## src/rtl/split_complex_stream_if.sv

```systemverilog
// Stream bundle for split_complex_stream: one complex input stream and the
// two real output streams (I-only and Q-only). The slave modport is the
// splitter's view; master is the surrounding environment's view.
interface split_complex_stream_if #(
  parameter int WIDTH = 16
);
  logic [2*WIDTH-1:0] i_tdata;
  logic               i_tlast;
  logic               i_tvalid;
  logic               i_tready;

  logic [2*WIDTH-1:0] oi_tdata;
  logic               oi_tlast;
  logic               oi_tvalid;
  logic               oi_tready;

  logic [2*WIDTH-1:0] oq_tdata;
  logic               oq_tlast;
  logic               oq_tvalid;
  logic               oq_tready;

  modport slave (
    input  i_tdata, i_tlast, i_tvalid,
    output i_tready,
    output oi_tdata, oi_tlast, oi_tvalid,
    input  oi_tready,
    output oq_tdata, oq_tlast, oq_tvalid,
    input  oq_tready
  );

  modport master (
    output i_tdata, i_tlast, i_tvalid,
    input  i_tready,
    input  oi_tdata, oi_tlast, oi_tvalid,
    output oi_tready,
    input  oq_tdata, oq_tlast, oq_tvalid,
    output oq_tready
  );
endinterface

```

## src/rtl/split_complex_stream.sv

```systemverilog
// Complex-to-real stream splitter. Each accepted {I,Q} beat is written into
// two independent 2-deep lane FIFOs (lane 1 = I, lane 0 = Q); each lane
// drains on its own handshake. Output words carry the component in the
// upper half so a downstream join recombines them unchanged. An optional
// max_len cap forces tlast, and packet / forced-split counters are kept.

// One output lane: 2-entry FIFO holding {last, component}.
module split_fifo2 #(
  parameter int W = 16
) (
  input  logic         clk,
  input  logic         reset_n,
  input  logic         clear,
  input  logic         push,
  input  logic [W-1:0] push_data,
  input  logic         push_last,
  input  logic         pop_ready,
  output logic         out_valid,
  output logic [W-1:0] out_data,
  output logic         out_last,
  output logic [1:0]   cnt_d_o
);
  logic [1:0][W:0] mem_q, mem_d;
  logic            rd_q, rd_d;
  logic            wr_q, wr_d;
  logic [1:0]      cnt_q, cnt_d;
  logic            pop;

  assign out_valid           = (cnt_q != 2'd0);
  assign {out_last, out_data} = mem_q[rd_q];
  assign pop                 = out_valid & pop_ready;
  assign cnt_d_o             = cnt_d;

  // Next state: clear wipes everything; otherwise independent push/pop.
  // The parent never pushes into a full lane, so no overflow guard here.
  always_comb begin
    mem_d = mem_q;
    rd_d  = rd_q;
    wr_d  = wr_q;
    cnt_d = cnt_q;
    if (clear) begin
      mem_d = '0;
      rd_d  = 1'b0;
      wr_d  = 1'b0;
      cnt_d = 2'd0;
    end else begin
      if (push) begin
        mem_d[wr_q] = {push_last, push_data};
        wr_d        = ~wr_q;
      end
      if (pop) rd_d = ~rd_q;
      cnt_d = cnt_q + {1'b0, push} - {1'b0, pop};
    end
  end

  // Lane state registers; reset leaves the head entry zero so tdata/tlast read 0.
  always_ff @(posedge clk or negedge reset_n) begin
    if (!reset_n) begin
      mem_q <= '0;
      rd_q  <= 1'b0;
      wr_q  <= 1'b0;
      cnt_q <= 2'd0;
    end else begin
      mem_q <= mem_d;
      rd_q  <= rd_d;
      wr_q  <= wr_d;
      cnt_q <= cnt_d;
    end
  end
endmodule

module split_complex_stream #(
  parameter int WIDTH = 16,
  parameter int CNT_W = 16
) (
  input  logic                   clk,
  input  logic                   reset_n,
  input  logic                   clear,
  input  logic [15:0]            max_len,
  split_complex_stream_if.slave  s,
  output logic [CNT_W-1:0]       pkt_count,
  output logic [CNT_W-1:0]       split_count
);
  localparam int NUM_LANES = 2;
  localparam int LANE_I    = 1;
  localparam int LANE_Q    = 0;

  logic [NUM_LANES-1:0][WIDTH-1:0] lane_din, lane_dout;
  logic [NUM_LANES-1:0][1:0]       lane_cnt_d;
  logic [NUM_LANES-1:0]            lane_vld, lane_last, lane_rdy;

  logic             rdy_q, rdy_d;
  logic             accept;
  logic             forced;
  logic             out_last;
  logic [15:0]      pos_q, pos_d;
  logic [CNT_W-1:0] pkt_q, pkt_d;
  logic [CNT_W-1:0] split_q, split_d;

  // Packed split of the complex word lines up with lane indices (I high, Q low).
  assign lane_din = s.i_tdata;
  assign lane_rdy = {s.oi_tready, s.oq_tready};
  assign accept   = s.i_tvalid & rdy_q;

  // Cap uses >= so lowering max_len below the current position ends the
  // packet on the very next beat instead of running on.
  assign forced   = (max_len != 16'd0) &&
                    (({1'b0, pos_q} + 17'd1) >= {1'b0, max_len});
  assign out_last = s.i_tlast | forced;

  for (genvar g = 0; g < NUM_LANES; g++) begin : g_lane
    split_fifo2 #(.W(WIDTH)) u_lane (
      .clk       (clk),
      .reset_n   (reset_n),
      .clear     (clear),
      .push      (accept),
      .push_data (lane_din[g]),
      .push_last (out_last),
      .pop_ready (lane_rdy[g]),
      .out_valid (lane_vld[g]),
      .out_data  (lane_dout[g]),
      .out_last  (lane_last[g]),
      .cnt_d_o   (lane_cnt_d[g])
    );
  end

  // Ready for next cycle: every lane will have a free slot. Built from
  // next-state counts and registered, so output readys never reach i_tready
  // combinationally and a full lane blocks input even while it pops.
  always_comb begin
    rdy_d = 1'b1;
    for (int l = 0; l < NUM_LANES; l++) begin
      if (lane_cnt_d[l][1]) rdy_d = 1'b0;
    end
  end

  // Beat position and counters advance on accept; clear wins over accept.
  always_comb begin
    pos_d   = pos_q;
    pkt_d   = pkt_q;
    split_d = split_q;
    if (clear) begin
      pos_d   = '0;
      pkt_d   = '0;
      split_d = '0;
    end else if (accept) begin
      pos_d = out_last ? 16'd0 : pos_q + 16'd1;
      if (out_last)              pkt_d   = pkt_q + {{(CNT_W-1){1'b0}}, 1'b1};
      if (forced && !s.i_tlast)  split_d = split_q + {{(CNT_W-1){1'b0}}, 1'b1};
    end
  end

  // Control registers; i_tready stays low through reset and rises on the first edge after.
  always_ff @(posedge clk or negedge reset_n) begin
    if (!reset_n) begin
      rdy_q   <= 1'b0;
      pos_q   <= '0;
      pkt_q   <= '0;
      split_q <= '0;
    end else begin
      rdy_q   <= rdy_d;
      pos_q   <= pos_d;
      pkt_q   <= pkt_d;
      split_q <= split_d;
    end
  end

  assign s.i_tready  = rdy_q;
  assign s.oi_tdata  = {lane_dout[LANE_I], {WIDTH{1'b0}}};
  assign s.oi_tlast  = lane_last[LANE_I];
  assign s.oi_tvalid = lane_vld[LANE_I];
  assign s.oq_tdata  = {lane_dout[LANE_Q], {WIDTH{1'b0}}};
  assign s.oq_tlast  = lane_last[LANE_Q];
  assign s.oq_tvalid = lane_vld[LANE_Q];
  assign pkt_count   = pkt_q;
  assign split_count = split_q;
endmodule

```

## src/flat_wrapper.sv

```systemverilog
// flat-port wrapper written by rule: the top's interface ports become plain ports
module split_complex_stream_flat 
#(
  parameter int WIDTH = 16,
  parameter int CNT_W = 16
)
  (clk, reset_n, clear, max_len, pkt_count, split_count, s_i_tdata, s_i_tlast, s_i_tvalid, s_i_tready, s_oi_tdata, s_oi_tlast, s_oi_tvalid, s_oi_tready, s_oq_tdata, s_oq_tlast, s_oq_tvalid, s_oq_tready);
  split_complex_stream_if #(.WIDTH(WIDTH)) s_i ();
  input  logic clk;
  input  logic reset_n;
  input  logic clear;
  input  logic [15:0] max_len;
  output logic [CNT_W-1:0] pkt_count;
  output logic [CNT_W-1:0] split_count;
  input wire logic [$bits(s_i.i_tdata)-1:0] s_i_tdata;
  input wire logic [$bits(s_i.i_tlast)-1:0] s_i_tlast;
  input wire logic [$bits(s_i.i_tvalid)-1:0] s_i_tvalid;
  output wire logic [$bits(s_i.i_tready)-1:0] s_i_tready;
  output wire logic [$bits(s_i.oi_tdata)-1:0] s_oi_tdata;
  output wire logic [$bits(s_i.oi_tlast)-1:0] s_oi_tlast;
  output wire logic [$bits(s_i.oi_tvalid)-1:0] s_oi_tvalid;
  input wire logic [$bits(s_i.oi_tready)-1:0] s_oi_tready;
  output wire logic [$bits(s_i.oq_tdata)-1:0] s_oq_tdata;
  output wire logic [$bits(s_i.oq_tlast)-1:0] s_oq_tlast;
  output wire logic [$bits(s_i.oq_tvalid)-1:0] s_oq_tvalid;
  input wire logic [$bits(s_i.oq_tready)-1:0] s_oq_tready;
  assign s_i.i_tdata = s_i_tdata;
  assign s_i.i_tlast = s_i_tlast;
  assign s_i.i_tvalid = s_i_tvalid;
  assign s_i_tready = s_i.i_tready;
  assign s_oi_tdata = s_i.oi_tdata;
  assign s_oi_tlast = s_i.oi_tlast;
  assign s_oi_tvalid = s_i.oi_tvalid;
  assign s_i.oi_tready = s_oi_tready;
  assign s_oq_tdata = s_i.oq_tdata;
  assign s_oq_tlast = s_i.oq_tlast;
  assign s_oq_tvalid = s_i.oq_tvalid;
  assign s_i.oq_tready = s_oq_tready;
  split_complex_stream #(.WIDTH(WIDTH), .CNT_W(CNT_W)) u_core (.clk(clk), .reset_n(reset_n), .clear(clear), .max_len(max_len), .s(s_i), .pkt_count(pkt_count), .split_count(split_count));
endmodule
```

## config.mk

```make
export PLATFORM = sky130hd
export DESIGN_NAME = split_complex_stream_flat
export DESIGN_NICKNAME = d
export VERILOG_FILES = /design/src/rtl/split_complex_stream_if.sv /design/src/rtl/split_complex_stream.sv /design/src/flat_wrapper.sv
export SDC_FILE = /design/constraint.sdc
export NUM_CORES = 1
export LEC_CHECK = 0
export BUFFER_PORTS_ARGS = -buffer_cell sky130_fd_sc_hd__buf_2
export CORE_MARGIN = 4
export CORE_UTILIZATION = 37
export DETAILED_ROUTE_END_ITERATION = 16
export PLACE_DENSITY = 0.71
export SLEW_MARGIN = 0
export SYNTH_ARGS = -nofsm -noshare
export SYNTH_HDL_FRONTEND = slang
export SYNTH_SLANG_ARGS = --single-unit
export TNS_END_PERCENT = 20
```

## constraint.sdc

```tcl
create_clock -name clk -period 3.7 [get_ports clk]
set_clock_uncertainty 0.15 [all_clocks]
set_input_delay 0.37 -clock clk [delete_from_list [all_inputs] [get_ports clk]]
set_output_delay 0.37 -clock clk [all_outputs]
set_load 0.02 [all_outputs]
```

# After elaboration in Yosys (flattened, before gate mapping)

Cells that the tools add are included.
Widths: inputs -> output; s select.

Flip-flop bits (word level): 125
Output and inout port bits: 101
Word-level logic and storage cells: 87
Bits of input ports: 55

Add/sub/neg operators: 8
Reduce and logical (&&, ||, !) cells: 15
Bitwise logic cells: 8
Mux-type cells: 35
$lt $le $gt $ge: 7

Operators with widths:

| kind                  | count |
|---|---|
| $mux 16               | 9 |
| $mux 34               | 4 |
| $mux 17               | 6 |
| $bwmux 34             | 2 |
| $add 16x1->16 const B | 3 |
| $demux 17 s1          | 2 |
| $add 16x1->17 const B | 1 |
| $ge 17x16->1          | 1 |
| $reduce_bool 16->1    | 1 |
| $reduce_bool 2->1     | 7 |
| $mux 1                | 10 |
| $lt 1x2->1 const B    | 4 |
| $add 2x1->2           | 2 |
| $logic_and 1x1->1     | 4 |
| $mux 2                | 2 |
| $not 1->1             | 4 |
| $reduce_and 2->1      | 2 |
| $sub 2x1->2           | 2 |
| $and 1x1->1           | 3 |
| $ge 1x1->1 const B    | 2 |
| $logic_not 1->1       | 1 |
| $or 1x1->1            | 1 |

# Depth between registers and ports, before layout

Depth after elaboration: 7
Depth in mapped cells: 16

# Modules after synthesis

Synthesis repeated with hierarchy kept, for this count alone.

Cell total of the unflattened synthesis: 800
Area, all modules: 7408.4 sq um

By module, submodules not included:

| module               | area each (sq um) | cells an instance | instances | seq. area each (sq um) |
|---|---|---|---|---|
| split_fifo2          | 1911.8            | 189               | 2         | 950.9 |
| split_complex_stream | 3584.7            | 422               | 1         | 1226.2 |

# Worst setup path after synthesis

OpenSTA, ideal clock, no wires.

Path type: register to register
From: register u_core.pos_q[0]
To: register u_core.pkt_q[10], in the netlist u_core.pkt_count[10]
Library setup time: 0.128 ns
Period minus slack after synthesis: 3.476 ns
Data arrival time: 3.199 ns
Path slack: 0.224 ns
Cell stages (with the launch flop): 16
Data required time: 3.422 ns
Path buffers: 2
Cells stage by stage: dfrtp_1 > ha_1 > clkbuf_1 > nand2_1 > nor4_2 > and2_1 > and3_1 > xor2_1 > ha_1 > a21o_1 > a21oi_1 > o21ai_0 > nor4_4 > buf_4 > a21oi_1 > mux2_1

Word-level cells in the longest chain between the ends: 6

Ends and longest elaborated chain:

| item                        | RTL line                    | text |
|---|---|---|
| from (decl)                 | split_complex_stream.sv:96  | `logic [15:0] pos_q, pos_d;` |
| from (signal assigned)      | split_complex_stream.sv:162 | `pos_q <= pos_d;` |
| $add 16x1->17               | split_complex_stream.sv:108 | `(({1'b0, pos_q} + 17'd1) >= {1'b0, max_len});` |
| $ge 17x16->1                | split_complex_stream.sv:108 |  |
| $logic_and 1x1->1           | split_complex_stream.sv:107 | `assign forced = (max_len != 16'd0) &&` |
| $or 1x1->1                  | split_complex_stream.sv:109 | `assign out_last = s.i_tlast \| forced;` |
| $reduce_bool 2->1 (no line) | --                          |  |
| $reduce_and 2->1 (no line)  | --                          |  |
| to (signal assigned)        | split_complex_stream.sv:163 | `pkt_q <= pkt_d;` |
| to (decl)                   | split_complex_stream.sv:97  | `logic [CNT_W-1:0] pkt_q, pkt_d;` |

No other way between the ends.
A chain may end at the register's enable or synchronous reset.

# Worst setup path in the final report

From: register u_core.pos_q[2]
To: register u_core.split_q[12], in the netlist u_core.split_count[12]

Word-level cells in the longest chain between the ends: 6

Ends and longest elaborated chain:

| item                        | RTL line                    | text |
|---|---|---|
| $add 16x1->17               | split_complex_stream.sv:108 |  |
| $ge 17x16->1                | split_complex_stream.sv:108 |  |
| $logic_and 1x1->1           | split_complex_stream.sv:107 |  |
| $logic_and 1x1->1           | split_complex_stream.sv:149 | `if (forced && !s.i_tlast) split_d = split_q + {{(CNT_W-1){1'b0}}, 1'b1};` |
| $reduce_bool 2->1 (no line) | --                          |  |
| $reduce_and 2->1 (no line)  | --                          |  |
| to (signal assigned)        | split_complex_stream.sv:164 | `split_q <= split_d;` |
| to (decl)                   | split_complex_stream.sv:98  | `logic [CNT_W-1:0] split_q, split_d;` |

No other way between the ends.

==> reports/qor.yml <==
status: "finished, final reports clean"
ys_seq_area_share_pct: 45.4
crit_chain: "nand2_1 > nor4_4 > and2_4 > and3_1 > xor2_1 > ha_1 > nand3_2 > nor3_2 > o31a_1 > nor4_4 > buf_4 > clkbuf_16 > or4_1 > a21oi_1"
setup_ws_ns: 0.143
synth_enable_flop_cells: 0
worst_slew_margin_rel_pct: 32.5
num_rows: 49
synthFlopType: "dfrtp_1"
leakagePower_nw: 4.17
worstSetupStartpointType: "register"
ios: 156
min_from: "s_i_tdata[23]"
io_buffers: 123
gpl.final_weighted_congestion: 0.829
critPathCaptureType: "register"
worstMarginPinSlew_ns: 1.01
synth_top_area_share_pct: 45.4
yosys_warnings: 0
setup_viol: 0
switchingPower_w: 0.00131
pwr-share-clk_pct: 41.2
fin_nets: 865
route.detailed.drc: 0
grt_pass1_vias: 5255
place_worst_setup_slack_ns: 0.0899
synthArstFlopShare_pct: 100
crit_type: "reg -> reg"
drive_above_1_share_pct: 29.6
die-height_um: 145
core_um2: 18100
track_usage_pct: 16.3
rsz0062_at_grt: "true"
drt-total-wl_um: 16700
drt-initial-drc-count: 266
gr-total-overflow: 0
via_per_inst: 5.32
period_needed_ns: 3.56
antenna_found_initial: 1
start_util_pct: 38.0
synth_area_um2: 6890
die_w_um: 145
grt_pass1_wl_um: 27100
post_drt_wl_per_cell_um: 16.3
r2r-start: "u_core.pos_q[2]$_DFFE_PN0P_"
ctsHtreeMaxLevel: 4
powerDensity_nw_per_um2: 507
cts_tree: "yes"
critPathBufInv: 2
ir_drop_uv: 362
grt_start_max_net_pins: 80
power.internal_w: 0.00293
final.period_utilization_pct: 96.1
yosysTopAreaCell: "dfrtp_1"
clock_sinks: 125
clkTransAtPathRegs_ns: 0.06
combPwrFrac_pct: 20.4
cts_buffers: 17
clock.fmax_mhz: 281
dieArea_um2: 20900
required_ns: 3.88
vias: 5473
netlist_top_cells_area: "dfrtp_1 (45%), a22o_1 (8.6%), mux2_2 (7.2%)"
swShare_pct: 30.8
post-route-util_pct: 46.0
crit_family: "simple AND/OR/NAND/NOR gates"
synthDistinctLibCells: 51
syn-instance-count: 663
hold_class: "in -> reg"
path_common_cell: "nor4_4"
drv_cap: 0
worstPathArrival_ns: 3.74
report.final.slew_viol_count: 0
crit_path_top_delay_cell: "or4_1"
hold_viol_final: 0
ant_nets: 0
first_pass_iters: 6
dp.final_hpwl_um: 11100
avgSynthCellArea_um2: 10.4
cp-startpoint: "u_core.pos_q[2]$_DFFE_PN0P_"
pwr-share-seq_pct: 38.4
synth-seq-cells: 125
worstPathMaxFanout: 23
diodes: 0
cts_root_buffer: "clkbuf_16"
clkLatencyLatePin_ns: 0.42
critPathMaxStageDelay_ns: 0.50
clk_path_buf_depth: 2
synthToLayoutAreaGrowth_pct: 21.2
==> flip-flops by register name, summed over array words and instances (netlist names) <==
| signal | cells |
|---|---|
| u_core.g_lane.u_lane.cnt_q | 4 |
| u_core.g_lane.u_lane.mem_q | 68 |
| u_core.g_lane.u_lane.rd_q | 2 |
| u_core.g_lane.u_lane.wr_q | 2 |
| u_core.pkt_count | 16 |
| u_core.pos_q | 16 |
| u_core.s.i_tready | 1 |
| u_core.split_count | 16 |
==> layout by cell type, fill, tap and decap left out, drive strengths merged, types with 12 or more instances in the layout <==
| cell type | Yosys | routed |
|---|---|---|
| mux2 | 50 | 50 |
| or4 | 12 | 12 |
| dfrtp | 125 | 125 |
| nand2 | 34 | 34 |
| clkbuf | 24 | 19 |
| nand3 | 27 | 27 |
| conb | 1 | 32 |
| and3 | 13 | 13 |
| a21oi | 37 | 37 |
| ha | 23 | 23 |
| a22o | 68 | 68 |
| o31ai | 17 | 17 |
| nand4 | 15 | 15 |
| buf | 45 | 141 |
| inv | 23 | 28 |
| nor2 | 40 | 40 |
| xnor2 | 15 | 15 |
| nor2b | 19 | 19 |
| o21ai | 13 | 13 |
==> through the flow <==
| stage | total power, W | TNS (ns) | hold WS (ns) | instances | instance area (um2) |
|---|---|---|---|---|---|
| 3_5_place_dp | 0.00252 | 0 | 0.283 | 991 | 7630 |
| 2_1_floorplan | 0.00225 | 0 | -0.0756 | 694 | 7010 |
| 3_3_place_gp | 0.00251 | 0 | 0.277 | 991 | 7630 |
| 4_1_cts | 0.00429 | 0 | 0.00528 | 1024 | 8250 |
| 5_1_grt | 0.00446 | -0.284 | 0.0171 | 1029 | 8360 |
| 6_report | 0.00424 | 0 | 0.0319 | 1029 | 8360 |
==> cells in the mapped netlist (all sizes together) (4+ instances only) <==
library cell / number
dfrtp: 125
and2: 5
o21ai: 13
nand3: 27
nand4: 15
xor2: 7
a21oi: 37
nor2: 40
and3: 13
inv: 23
a22o: 68
nor4: 6
buf: 45
or3: 4
mux2: 50
o31ai: 17
a31oi: 4
clkbuf: 24
nor3: 4
nor2b: 19
nand2b: 9
or4: 12
mux2i: 6
ha: 23
xnor2: 15
nand2: 34
==> timing repair <==
item	4_1_cts	5_1_grt
resized for setup	0	11
hold endpoints to repair	46	0
setup endpoints to repair	0	50
setup buffers	0	4
hold buffers	1	0
==> power groups by stage <==
stage	clock network [W]	registers [W]	logic (W)
2_1_floorplan	0	0.00157	0.000673
3_3_place_gp	0	0.00165	0.000858
3_5_place_dp	0	0.00165	0.000869
4_1_cts	0.00179	0.00163	0.000870
5_1_grt	0.00186	0.00165	0.000958
6_report	0.00174	0.00163	0.000864
==> kinds of logic after synthesis <==
logic type | synth area share, %
other | 0.0544
XOR/XNOR | 2.79
buffers and inverters | 7.42
multiplexers | 9.04
flip-flops | 45.4
AO/OA/AOI/OAI | 16.0
AND/OR/NAND/NOR | 15.2
adder cells (fa/ha/maj) | 4.17
==> layer usage <==
metal  part of all wire (%)  track usage [%]
met1                     46             22.4
met2                     46             24.9
met4                   0.88             4.71
met5                  0.042                0
met3                    7.1             4.96
==> final timing paths <==
check                                                                 to  slack [ns]  cells after the start
max                                   u_core.split_count[12]$_DFFE_PN0P_        0.14                     14
min in group asynchronous              u_core.split_count[0]$_DFFE_PN0P_        0.36                      2
min reg2reg                u_core.g_lane[0].u_lane.mem_q[19]$_DFFE_PN0P_        0.35                      1
min                         u_core.g_lane[1].u_lane.mem_q[7]$_DFFE_PN0P_        0.03                      2
max in group asynchronous                    u_core.pos_q[2]$_DFFE_PN0P_        2.18                      3
max reg2reg                           u_core.split_count[12]$_DFFE_PN0P_        0.14                     14
==> cell type report <==
cell class | instances | area (um2)
clock buffer | 18 | 429
timing repair buffer | 143 | 826
sequential | 125 | 3130
clock inverter | 14 | 184
tap | 229 | 287
fill | 1672 | 9790
multi-input combinational | 475 | 3400
inverter | 25 | 93.8
Power figures use the tool's default switching activity.
